### src/rtl/mdu_pkg.sv
// Shared definitions for the sequential multiply/divide unit: funct3 encodings,
// the one-hot control state and small operand-classification helpers.
package mdu_pkg;

    localparam logic [2:0] OP_MUL    = 3'b000;
    localparam logic [2:0] OP_MULH   = 3'b001;
    localparam logic [2:0] OP_MULHSU = 3'b010;
    localparam logic [2:0] OP_MULHU  = 3'b011;
    localparam logic [2:0] OP_DIV    = 3'b100;
    localparam logic [2:0] OP_DIVU   = 3'b101;
    localparam logic [2:0] OP_REM    = 3'b110;
    localparam logic [2:0] OP_REMU   = 3'b111;

    typedef enum logic [4:0] {
        S_IDLE = 5'b00001,
        S_MUL  = 5'b00010,
        S_DIV  = 5'b00100,
        S_FIX  = 5'b01000,
        S_DONE = 5'b10000
    } state_t;

    // Only plain MUL returns the low half of the product; every MULH* variant the high half.
    function automatic logic mul_takes_high(input logic [2:0] op);
        return op[1:0] != 2'b00;
    endfunction

    function automatic logic rs1_is_signed(input logic [2:0] op);
        return (op == OP_MULH) || (op == OP_MULHSU) || (op == OP_DIV) || (op == OP_REM);
    endfunction

    function automatic logic rs2_is_signed(input logic [2:0] op);
        return (op == OP_MULH) || (op == OP_DIV) || (op == OP_REM);
    endfunction

endpackage

### src/rtl/mdu_divider.sv
// Restoring divider on unsigned magnitudes: one quotient bit per step, XLEN steps.
// done is high during the step that produces the final quotient/remainder.
module mdu_divider
    import mdu_pkg::*;
#(
    parameter int XLEN = 32
) (
    input  logic            clk,
    input  logic            rst,
    input  logic            start,
    input  logic            step,
    input  logic [XLEN-1:0] dividend,
    input  logic [XLEN-1:0] divisor,
    output logic            done,
    output logic [XLEN-1:0] quotient,
    output logic [XLEN-1:0] remainder
);

    localparam int CNT_W = $clog2(XLEN);

    logic [XLEN-1:0]  den_q;
    logic [CNT_W-1:0] cnt_q;
    logic [XLEN:0]    rem_sh;
    logic [XLEN:0]    diff;

    // The quotient register doubles as the dividend shifter: its MSB feeds the remainder.
    always_comb begin
        rem_sh = {remainder, quotient[XLEN-1]};
        diff   = rem_sh - {1'b0, den_q};
    end

    assign done = step && (cnt_q == '0);

    always_ff @(posedge clk or posedge rst) begin
        if (rst) begin
            remainder <= '0;
            quotient  <= '0;
            den_q     <= '0;
            cnt_q     <= '0;
        end else if (start) begin
            remainder <= '0;
            quotient  <= dividend;
            den_q     <= divisor;
            cnt_q     <= CNT_W'(XLEN - 1);
        end else if (step) begin
            if (!diff[XLEN]) begin
                remainder <= diff[XLEN-1:0];
                quotient  <= {quotient[XLEN-2:0], 1'b1};
            end else begin
                remainder <= rem_sh[XLEN-1:0];
                quotient  <= {quotient[XLEN-2:0], 1'b0};
            end
            cnt_q <= cnt_q - CNT_W'(1);
        end
    end

endmodule

### src/rtl/mdu_seq.sv
// Sequential RV32M/RV64M multiply/divide unit with valid/ready on both sides and flush.
// Optional macro MDU_DIV_REUSE_EN adds a one-entry cache of the last iterative divide.
//
// Handshake: a request is taken when in_valid && in_ready && !flush; a result is
// taken when out_valid && out_ready. out_valid holds until taken, flush or rst.
module mdu_seq
    import mdu_pkg::*;
#(
    parameter int XLEN     = 32,
    parameter int MUL_BITS = 4
) (
    input  logic            clk,
    input  logic            rst,
    input  logic            flush,
    input  logic            in_valid,
    output logic            in_ready,
    input  logic [2:0]      op,
    input  logic [XLEN-1:0] rs1,
    input  logic [XLEN-1:0] rs2,
    output logic            out_valid,
    input  logic            out_ready,
    output logic [XLEN-1:0] result,
    output logic            busy,
    output logic [4:0]      dbg_state
);

    localparam int MUL_ITERS = XLEN / MUL_BITS;
    localparam int CNT_W     = $clog2(XLEN);
    localparam logic [XLEN-1:0] MOST_NEG = {1'b1, {(XLEN-1){1'b0}}};

    state_t state_q, state_d;

    logic            accept, mul_step, div_start, div_step, div_done;
    logic            a_neg, b_neg, div_by_zero, overflow, special, hit;
    logic [XLEN-1:0] mag_a, mag_b, fast_val;

    logic [2:0]        op_q;
    logic              neg_q_q, neg_r_q, fast_q;
    logic [XLEN-1:0]   fast_res_q, mcand_q, mplier_q;
    logic [2*XLEN-1:0] acc_q, acc_next, prod_fix;
    logic [CNT_W-1:0]  cnt_q;

    logic [XLEN+MUL_BITS-1:0]   partial;
    logic [2*XLEN+MUL_BITS-1:0] acc_sum;
    logic [XLEN-1:0]            div_quo, div_rem, quo_fix, rem_fix, fix_val;

`ifdef MDU_DIV_REUSE_EN
    logic            c_valid, c_op0;
    logic [XLEN-1:0] c_rs1, c_rs2, c_quo, c_rem, key_rs1_q, key_rs2_q;
`endif

    assign dbg_state = state_q;

    // Request classification, evaluated combinationally in the accept cycle.
    always_comb begin
        a_neg       = rs1_is_signed(op) && rs1[XLEN-1];
        b_neg       = rs2_is_signed(op) && rs2[XLEN-1];
        mag_a       = a_neg ? -rs1 : rs1;
        mag_b       = b_neg ? -rs2 : rs2;
        div_by_zero = op[2] && (rs2 == '0);
        overflow    = op[2] && !op[0] && (rs1 == MOST_NEG) && (rs2 == '1);
        special     = div_by_zero || overflow;
`ifdef MDU_DIV_REUSE_EN
        hit = c_valid && op[2] && (rs1 == c_rs1) && (rs2 == c_rs2) && (op[0] == c_op0);
`else
        hit = 1'b0;
`endif
        fast_val = '0;
`ifdef MDU_DIV_REUSE_EN
        if (hit) fast_val = op[1] ? c_rem : c_quo;
`endif
        if (overflow)    fast_val = op[1] ? '0 : rs1;
        if (div_by_zero) fast_val = op[1] ? rs1 : '1;
    end

    always_ff @(posedge clk or posedge rst) begin
        if (rst) state_q <= S_IDLE;
        else     state_q <= state_d;
    end

    always_comb begin
        state_d = state_q;
        if (flush) begin
            state_d = S_IDLE;
        end else begin
            case (state_q)
                S_IDLE:  if (accept) state_d = (special || hit) ? S_FIX : (op[2] ? S_DIV : S_MUL);
                S_MUL:   if (cnt_q == '0) state_d = S_FIX;
                S_DIV:   if (div_done) state_d = S_FIX;
                S_FIX:   state_d = S_DONE;
                S_DONE:  if (out_ready) state_d = S_IDLE;
                default: state_d = S_IDLE;
            endcase
        end
    end

    always_comb begin
        in_ready  = (state_q == S_IDLE);
        busy      = (state_q != S_IDLE);
        out_valid = (state_q == S_DONE);
        accept    = in_ready && in_valid && !flush;
        mul_step  = (state_q == S_MUL);
        div_step  = (state_q == S_DIV);
        div_start = accept && op[2] && !special && !hit;
    end

    // Shift-add: fold MUL_BITS multiplier bits into the top half, then shift right.
    always_comb begin
        partial  = {{MUL_BITS{1'b0}}, mcand_q} * {{XLEN{1'b0}}, mplier_q[MUL_BITS-1:0]};
        acc_sum  = {{MUL_BITS{1'b0}}, acc_q} + {partial, {XLEN{1'b0}}};
        acc_next = acc_sum[2*XLEN+MUL_BITS-1:MUL_BITS];
    end

    mdu_divider #(.XLEN(XLEN)) u_div (
        .clk       (clk),
        .rst       (rst),
        .start     (div_start),
        .step      (div_step),
        .dividend  (mag_a),
        .divisor   (mag_b),
        .done      (div_done),
        .quotient  (div_quo),
        .remainder (div_rem)
    );

    always_comb begin
        prod_fix = neg_q_q ? -acc_q : acc_q;
        quo_fix  = neg_q_q ? -div_quo : div_quo;
        rem_fix  = neg_r_q ? -div_rem : div_rem;
        if (fast_q)
            fix_val = fast_res_q;
        else if (!op_q[2])
            fix_val = mul_takes_high(op_q) ? prod_fix[2*XLEN-1:XLEN] : prod_fix[XLEN-1:0];
        else if (op_q[1])
            fix_val = rem_fix;
        else
            fix_val = quo_fix;
    end

    always_ff @(posedge clk or posedge rst) begin
        if (rst) begin
            op_q       <= '0;
            neg_q_q    <= 1'b0;
            neg_r_q    <= 1'b0;
            fast_q     <= 1'b0;
            fast_res_q <= '0;
            acc_q      <= '0;
            mcand_q    <= '0;
            mplier_q   <= '0;
            cnt_q      <= '0;
            result     <= '0;
        end else begin
            if (accept) begin
                op_q       <= op;
                neg_q_q    <= a_neg ^ b_neg;
                neg_r_q    <= a_neg;
                fast_q     <= special || hit;
                fast_res_q <= fast_val;
                acc_q      <= '0;
                mcand_q    <= mag_b;
                mplier_q   <= mag_a;
                cnt_q      <= CNT_W'(MUL_ITERS - 1);
            end else if (mul_step) begin
                acc_q    <= acc_next;
                mplier_q <= mplier_q >> MUL_BITS;
                cnt_q    <= cnt_q - CNT_W'(1);
            end
            if (state_q == S_FIX) result <= fix_val;
        end
    end

`ifdef MDU_DIV_REUSE_EN
    // Entry is refreshed only by divides that actually iterated; special cases never need it.
    always_ff @(posedge clk or posedge rst) begin
        if (rst) begin
            c_valid   <= 1'b0;
            c_op0     <= 1'b0;
            c_rs1     <= '0;
            c_rs2     <= '0;
            c_quo     <= '0;
            c_rem     <= '0;
            key_rs1_q <= '0;
            key_rs2_q <= '0;
        end else if (flush) begin
            c_valid <= 1'b0;
        end else begin
            if (accept) begin
                key_rs1_q <= rs1;
                key_rs2_q <= rs2;
            end
            if ((state_q == S_FIX) && op_q[2] && !fast_q) begin
                c_valid <= 1'b1;
                c_op0   <= op_q[0];
                c_rs1   <= key_rs1_q;
                c_rs2   <= key_rs2_q;
                c_quo   <= quo_fix;
                c_rem   <= rem_fix;
            end
        end
    end
`endif

endmodule

### config.mk
export PLATFORM = sky130hd
export DESIGN_NAME = mdu_seq
export DESIGN_NICKNAME = d
export VERILOG_FILES = /design/src/rtl/mdu_pkg.sv /design/src/rtl/mdu_divider.sv /design/src/rtl/mdu_seq.sv
export SDC_FILE = /design/constraint.sdc
export NUM_CORES = 1
export LEC_CHECK = 0
export CAP_MARGIN = 20
export CORE_UTILIZATION = 63
export CTS_CLUSTER_SIZE = 30
export DETAILED_ROUTE_END_ITERATION = 6
export HOLD_SLACK_MARGIN = 0.1
export PLACE_DENSITY_LB_ADDON = 0.25
export SLEW_MARGIN = 20
export SYNTH_ARGS = -nofsm -noshare
export SYNTH_HDL_FRONTEND = slang
export SYNTH_SLANG_ARGS = --single-unit
### constraint.sdc
create_clock -name clk -period 16.1 [get_ports clk]
set_clock_uncertainty 0.05 [all_clocks]
set_input_delay 4.83 -clock clk [delete_from_list [all_inputs] [get_ports clk]]
set_output_delay 4.83 -clock clk [all_outputs]
set_load 0.02 [all_outputs]
## Word level (Yosys, flattened, before mapping)

Index checks and enable logic that the tools add are counted.

| word-level totals | value |
|---|---|
| logic and storage cells | 104 |
| output and inout port bits | 40 |
| bits of input ports | 72 |
| bits in registers | 309 |

| cells by class | value |
|---|---|
| $mul | 1 |
| equality and inequality tests | 16 |
| reduce and logical (&&, ||, !) cells | 27 |
| bitwise gates (word level) | 1 |
| $add $sub $neg | 9 |
| multiplexer cells | 35 |

Operators by type and width:

| operator | number |
|---|---|
| $mux 32 | 19 |
| $mux 64 | 3 |
| $neg 32->32 | 4 |
| $add 64x68->68 | 1 |
| $eq 32x32->1 const B | 2 |
| $neg 64->64 | 1 |
| $mux 5 | 9 |
| $mul 32x4->36 | 1 |
| $sub 33x32->33 | 1 |
| $logic_not 32->1 | 1 |
| $pmux 5 s5 | 1 |
| $logic_and 1x1->1 | 11 |
| $logic_not 5->1 | 2 |
| $sub 5x1->5 const B | 2 |
| $ne 3x2->1 const B | 3 |
| $eq 3x3->1 const B | 2 |
| $logic_or 1x1->1 | 6 |
| $reduce_bool 2->1 | 3 |
| $eq 5x1->1 const B | 1 |
| $eq 5x2->1 const B | 1 |
| $eq 5x3->1 const B | 1 |
| $eq 5x4->1 const B | 1 |
| $eq 5x5->1 const B | 1 |
| $ne 5x1->1 const B | 1 |
| other kinds (9) | 11 |

## Longest topological paths before layout

| logic depth | value |
|---|---|
| depth in word-level cells | 9 |
| gate-level depth with buffers | 27 |

## By module

Synthesis repeated with hierarchy kept, for this count alone.

| second synthesis, totals | value |
|---|---|
| cell total of the unflattened synthesis | 3,184 |
| area total of the unflattened synthesis | 25,469.4 um^2 |

By module, submodules not included:

| module | cells an instance | area each (um^2) | instances |
|---|---|---|---|
| mdu_seq | 2,443 | 18,854.3 | 1 |
| mdu_divider | 741 | 6,615.1 | 1 |

## Least setup slack after synthesis

Ideal clock, no wire load.

| timing path | value |
|---|---|
| kind | input-to-reg |
| from | input rs2[8] |
| to | register u_div.quotient[11] |
| path slack | 8.888 ns |
| path buffers | 2 |
| stages | 10 |
| data required time | 15.924 ns |
| arrival time | 7.036 ns |
| path through | or4_1 > nor4_1 > nand4_1 > nor2_1 > a41o_1 > or2_1 > buf_2 > buf_2 > nor2_1 > a221o_1 |

| on the way | value |
|---|---|
| cells in the longest elaborated chain, start to end | 6 |
| elaborated cells between the ends (all ways) | 9 |

Ends and longest elaborated chain:

| element | line | source |
|---|---|---|
| start, declared | mdu_seq.sv:19 | `input logic [XLEN-1:0] rs2,` |
| $eq 32x32->1 / $logic_not 32->1 (equally long branches) | mdu_seq.sv:61, mdu_seq.sv:60 |  |
| $logic_and 1x1->1 (on tied branches) | mdu_seq.sv:61, mdu_seq.sv:60 |  |
| $logic_or 1x1->1 (*) | mdu_seq.sv:62 | `special = div_by_zero \|\| overflow;` |
| $logic_not 1->1 (*) | mdu_seq.sv:104 | `div_start = accept && op[2] && !special && !hit;` |
| $logic_and 1x1->1 (*) | mdu_seq.sv:104 |  |
| $mux 32 / $reduce_bool 2->1 (equally long branches) | - |  |
| end signal, assigned | mdu_divider.sv:42 | `quotient <= dividend;` |
| end signal, assigned | mdu_divider.sv:48 | `quotient <= {quotient[XLEN-2:0], 1'b1};` |
| end signal, assigned | mdu_divider.sv:51 | `quotient <= {quotient[XLEN-2:0], 1'b0};` |
| end, declared | mdu_divider.sv:15 | `output logic [XLEN-1:0] quotient,` |

Every way passes the cells marked *; elsewhere a longest branch is shown, timed or not.
A chain may end at the register's enable or synchronous reset.

## Worst setup path in the final report

| timing path | value |
|---|---|
| from | input rs2[2] |
| to | register u_div.quotient[3] |

Same word-level chain as after synthesis.

==> impl_metrics.json <==
{
  "leakage_uw": 0.0123,
  "placementRows": 72,
  "post-route-period-util_pct": 53.6,
  "cts_tree": "done",
  "post-dp-hpwl_um": 57500,
  "cts_buffers": 37,
  "yosysMostFrequentCell": "nand2_1",
  "diodes": 0,
  "fin_area_um2": 27400,
  "track_usage_pct": 38.5,
  "min_path_type": "reg -> reg",
  "gp_congestion": 1.02,
  "drt-pass1-iter-count": 6,
  "synth_seq_area_share_pct": 31.3,
  "rsz0062_at_grt": "no",
  "synth_seq_cells": 309,
  "io-pin-count": 112,
  "insertion_delay_ps": 560,
  "cts_buffer_depth": 3,
  "tightest_slew_ps": 1160,
  "cts_hold_buf": 0,
  "route.detailed.drc": 0,
  "path_delay_family": "simple AND/OR/NAND/NOR gates",
  "yosys_most_used_dff": "dfrtp_1",
  "synthCells": 2996,
  "clkTransAtPathRegs_ps": 60,
  "cpMaxStageDelayCell": "buf_4",
  "path_class": "in -> reg",
  "io_buffers": 111,
  "startpoint_type": "input port",
  "clock_power_share_pct": 13.8,
  "drt_iter0_markers": 2097,
  "grt_pass1_vias": 21167,
  "status": "finished, final reports clean",
  "grt_pass1_wl_um": 118000,
  "post_cts.repair.setup_buffers": 0,
  "internal_power_uw": 3220,
  "combPwrFrac_pct": 64.6,
  "core_um2": 38600,
  "drv_cap": 0,
  "avgRoutedWirePerCell_um": 21.4,
  "htreeDepth": 2,
  "slew_headroom_pct": 21.7,
  "area_growth_pct": 10.7,
  "fillers": 3099,
  "crit_path_end_kind": "flip-flop",
  "min_period_ps": 8630,
  "fp.dieH_um": 200,
  "ir_drop_mv": 0.146,
  "worst_ep_arrival_time_ps": 9020,
  "crit_buf_inv": 2,
  "timing.final.ws_setup_ps": 7470,
  "syn_nets": 3244,
  "cts_resized": 0,
  "finalSetupViolations": 0,
  "drv_slew": 0,
  "cp.depth": 11,
  "dp_cells": 3496,
  "viasPerCell": 6.40,
  "final_nets": 3265,
  "synth_area_per_cell_um2": 8.24,
  "wl_um": 76400,
  "worstRegToRegCells": 22,
  "yosys_warnings": 0,
  "drive_above_1_share_pct": 4.33,
  "cts-root-buf": "clkbuf_16",
  "fmax_mhz": 116,
  "p_sw_uw": 3220,
  "p_seq_share_pct": 21.7,
  "synth_edf_count": 0,
  "synth_cell_types": 78,
  "dieArea_um2": 40000,
  "start_util_pct": 63.9,
  "sw_frac_of_total_pct": 50.0,
  "grt_max_degree": 124,
  "final_util_pct": 70.8,
  "antenna_found_initial": 3,
  "cp.required_ps": 16490,
  "netlist.area_leader.share_pct": 31.2,
  "crit_path_cell_trace": "clkdlybuf4s50_1, nor4_1, nand2_1, nor4_1, nand4_1, nor2_1, a41o_1, or2_2, buf_4, nor2_1, a221o_1",
  "overflow": 0,
  "synth_area_um2": 24700,
  "dr_total_vias": 22804,
  "cp_max_fo": 88,
  "yosys-top-cells-area": "dfrtp_1, o21ai_0, nand2_1",
  "hold_violations": 0,
  "pre_cts_ws_ps": 7070,
  "ant_nets": 0,
  "dpl_cell_area_um2": 26100,
  "stdcell_count": 3563,
  "slowest_delay_ps": 670,
  "clock-sinks": 309,
  "synth_top_cell_by_area": "dfrtp_1",
  "async_flop_share_pct": 100,
  "synthTopCellsByCount": "nand2_1, o21ai_0, dfrtp_1",
  "fp.dieW_um": 200,
  "final.setup.tns_ps": 0,
  "hold_depth": 2,
  "p_per_area_nw_per_um2": 236
}
==> worst register-to-register path: cells and delay by family (launching register included) <==
kind            cells  cell delay [ps]
compound gates     13             3510
xor+xnor            2              280
fa+ha+maj           4             1880
buf+inv             1               80
flops               1              810
simple gates        2              280
==> placed cells by master (no fill, tap or decap), types with 23 or more instances in the layout <==
| cell | n |
|---|---|
| a211oi_1 | 29 |
| a21o_1 | 41 |
| a21oi_1 | 158 |
| a221o_1 | 29 |
| a22oi_1 | 33 |
| and2_1 | 87 |
| buf_4 | 28 |
| clkbuf_16 | 37 |
| clkdlybuf4s50_1 | 111 |
| dfrtp_1 | 305 |
| fa_1 | 62 |
| ha_1 | 114 |
| inv_1 | 180 |
| mux2i_1 | 36 |
| nand2_1 | 382 |
| nand2b_1 | 27 |
| nand3_1 | 71 |
| nor2_1 | 182 |
| nor3_1 | 36 |
| o211ai_1 | 27 |
| o21ai_0 | 344 |
| o21ai_1 | 38 |
| o31ai_1 | 51 |
| o41ai_1 | 23 |
| or3_1 | 34 |
| xnor2_1 | 158 |
| xor2_1 | 115 |
==> stage by stage <==
stage	total power (µW)	hold slack [ps]
final	6440	426
after global routing	6950	452
after CTS	6370	429
after detailed placement	5450	416
after global placement	5330	407
after floorplan	4420	391
==> final cells by class <==
class | instances | area (µm²) | share of cell area (%)
clock buffers | 55 | 1070 | 3.92
clock inverters | 12 | 195 | 0.714
inverters | 182 | 691 | 2.52
multi-input cells | 2347 | 15700 | 57.3
flip-flops and latches | 309 | 7740 | 28.3
well taps | 518 | 648 | 2.37
repair buffers | 140 | 1330 | 4.87
==> final timing paths <==
path / from / endpoint / slack (ps)
setup / recovery: rs2[2] / u_div.quotient[3] / 7470
hold / removal: u_div.den_q[18] / u_div.den_q[18] / 430
setup reg to reg: mplier_q[2] / acc_q[62] / 9100
hold reg to reg: u_div.den_q[18] / u_div.den_q[18] / 430
max in group asynchronous: rst / mplier_q[2] / 9700
min in group asynchronous: rst / fast_res_q[12] / 4810
==> power groups by stage <==
stage | clock network (µW) | registers (µW) | logic (µW)
after detailed placement | 0 | 1390 | 4060
final | 887 | 1400 | 4160
after floorplan | 0 | 1280 | 3140
after CTS | 895 | 1380 | 4090
after global routing | 925 | 1430 | 4590
after global placement | 0 | 1380 | 3950
==> kinds of logic after synthesis <==
kind of cell    Yosys count  synth area share (%)
xor+xnor                273                  9.68
simple gates            973                  18.9
buf+inv                 340                  5.37
fa+ha+maj               176                  10.8
flops                   309                  31.3
mux                      38                  1.55
compound gates          887                  22.4
==> flip-flops by register name, summed over array words and instances, names as in the netlist <==
signal	count
mplier_q	32
u_div.den_q	32
acc_q	64
op_q	3
neg_q_q	1
u_div.quotient	32
u_div.cnt_q	5
dbg_state	5
cnt_q	5
mcand_q	32
fast_res_q	32
fast_q	1
neg_r_q	1
u_div.remainder	32
result	32
==> per-layer routing <==
| metal | GRT usage [%] | routed length, µm |
|---|---|---|
| met1 | 52.7 | 31200 |
| met2 | 57.9 | 33200 |
| met3 | 7.34 | 7640 |
| met4 | 20.1 | 4250 |
| met5 | 0 | 47 |
Power figures use the tool's default switching activity.
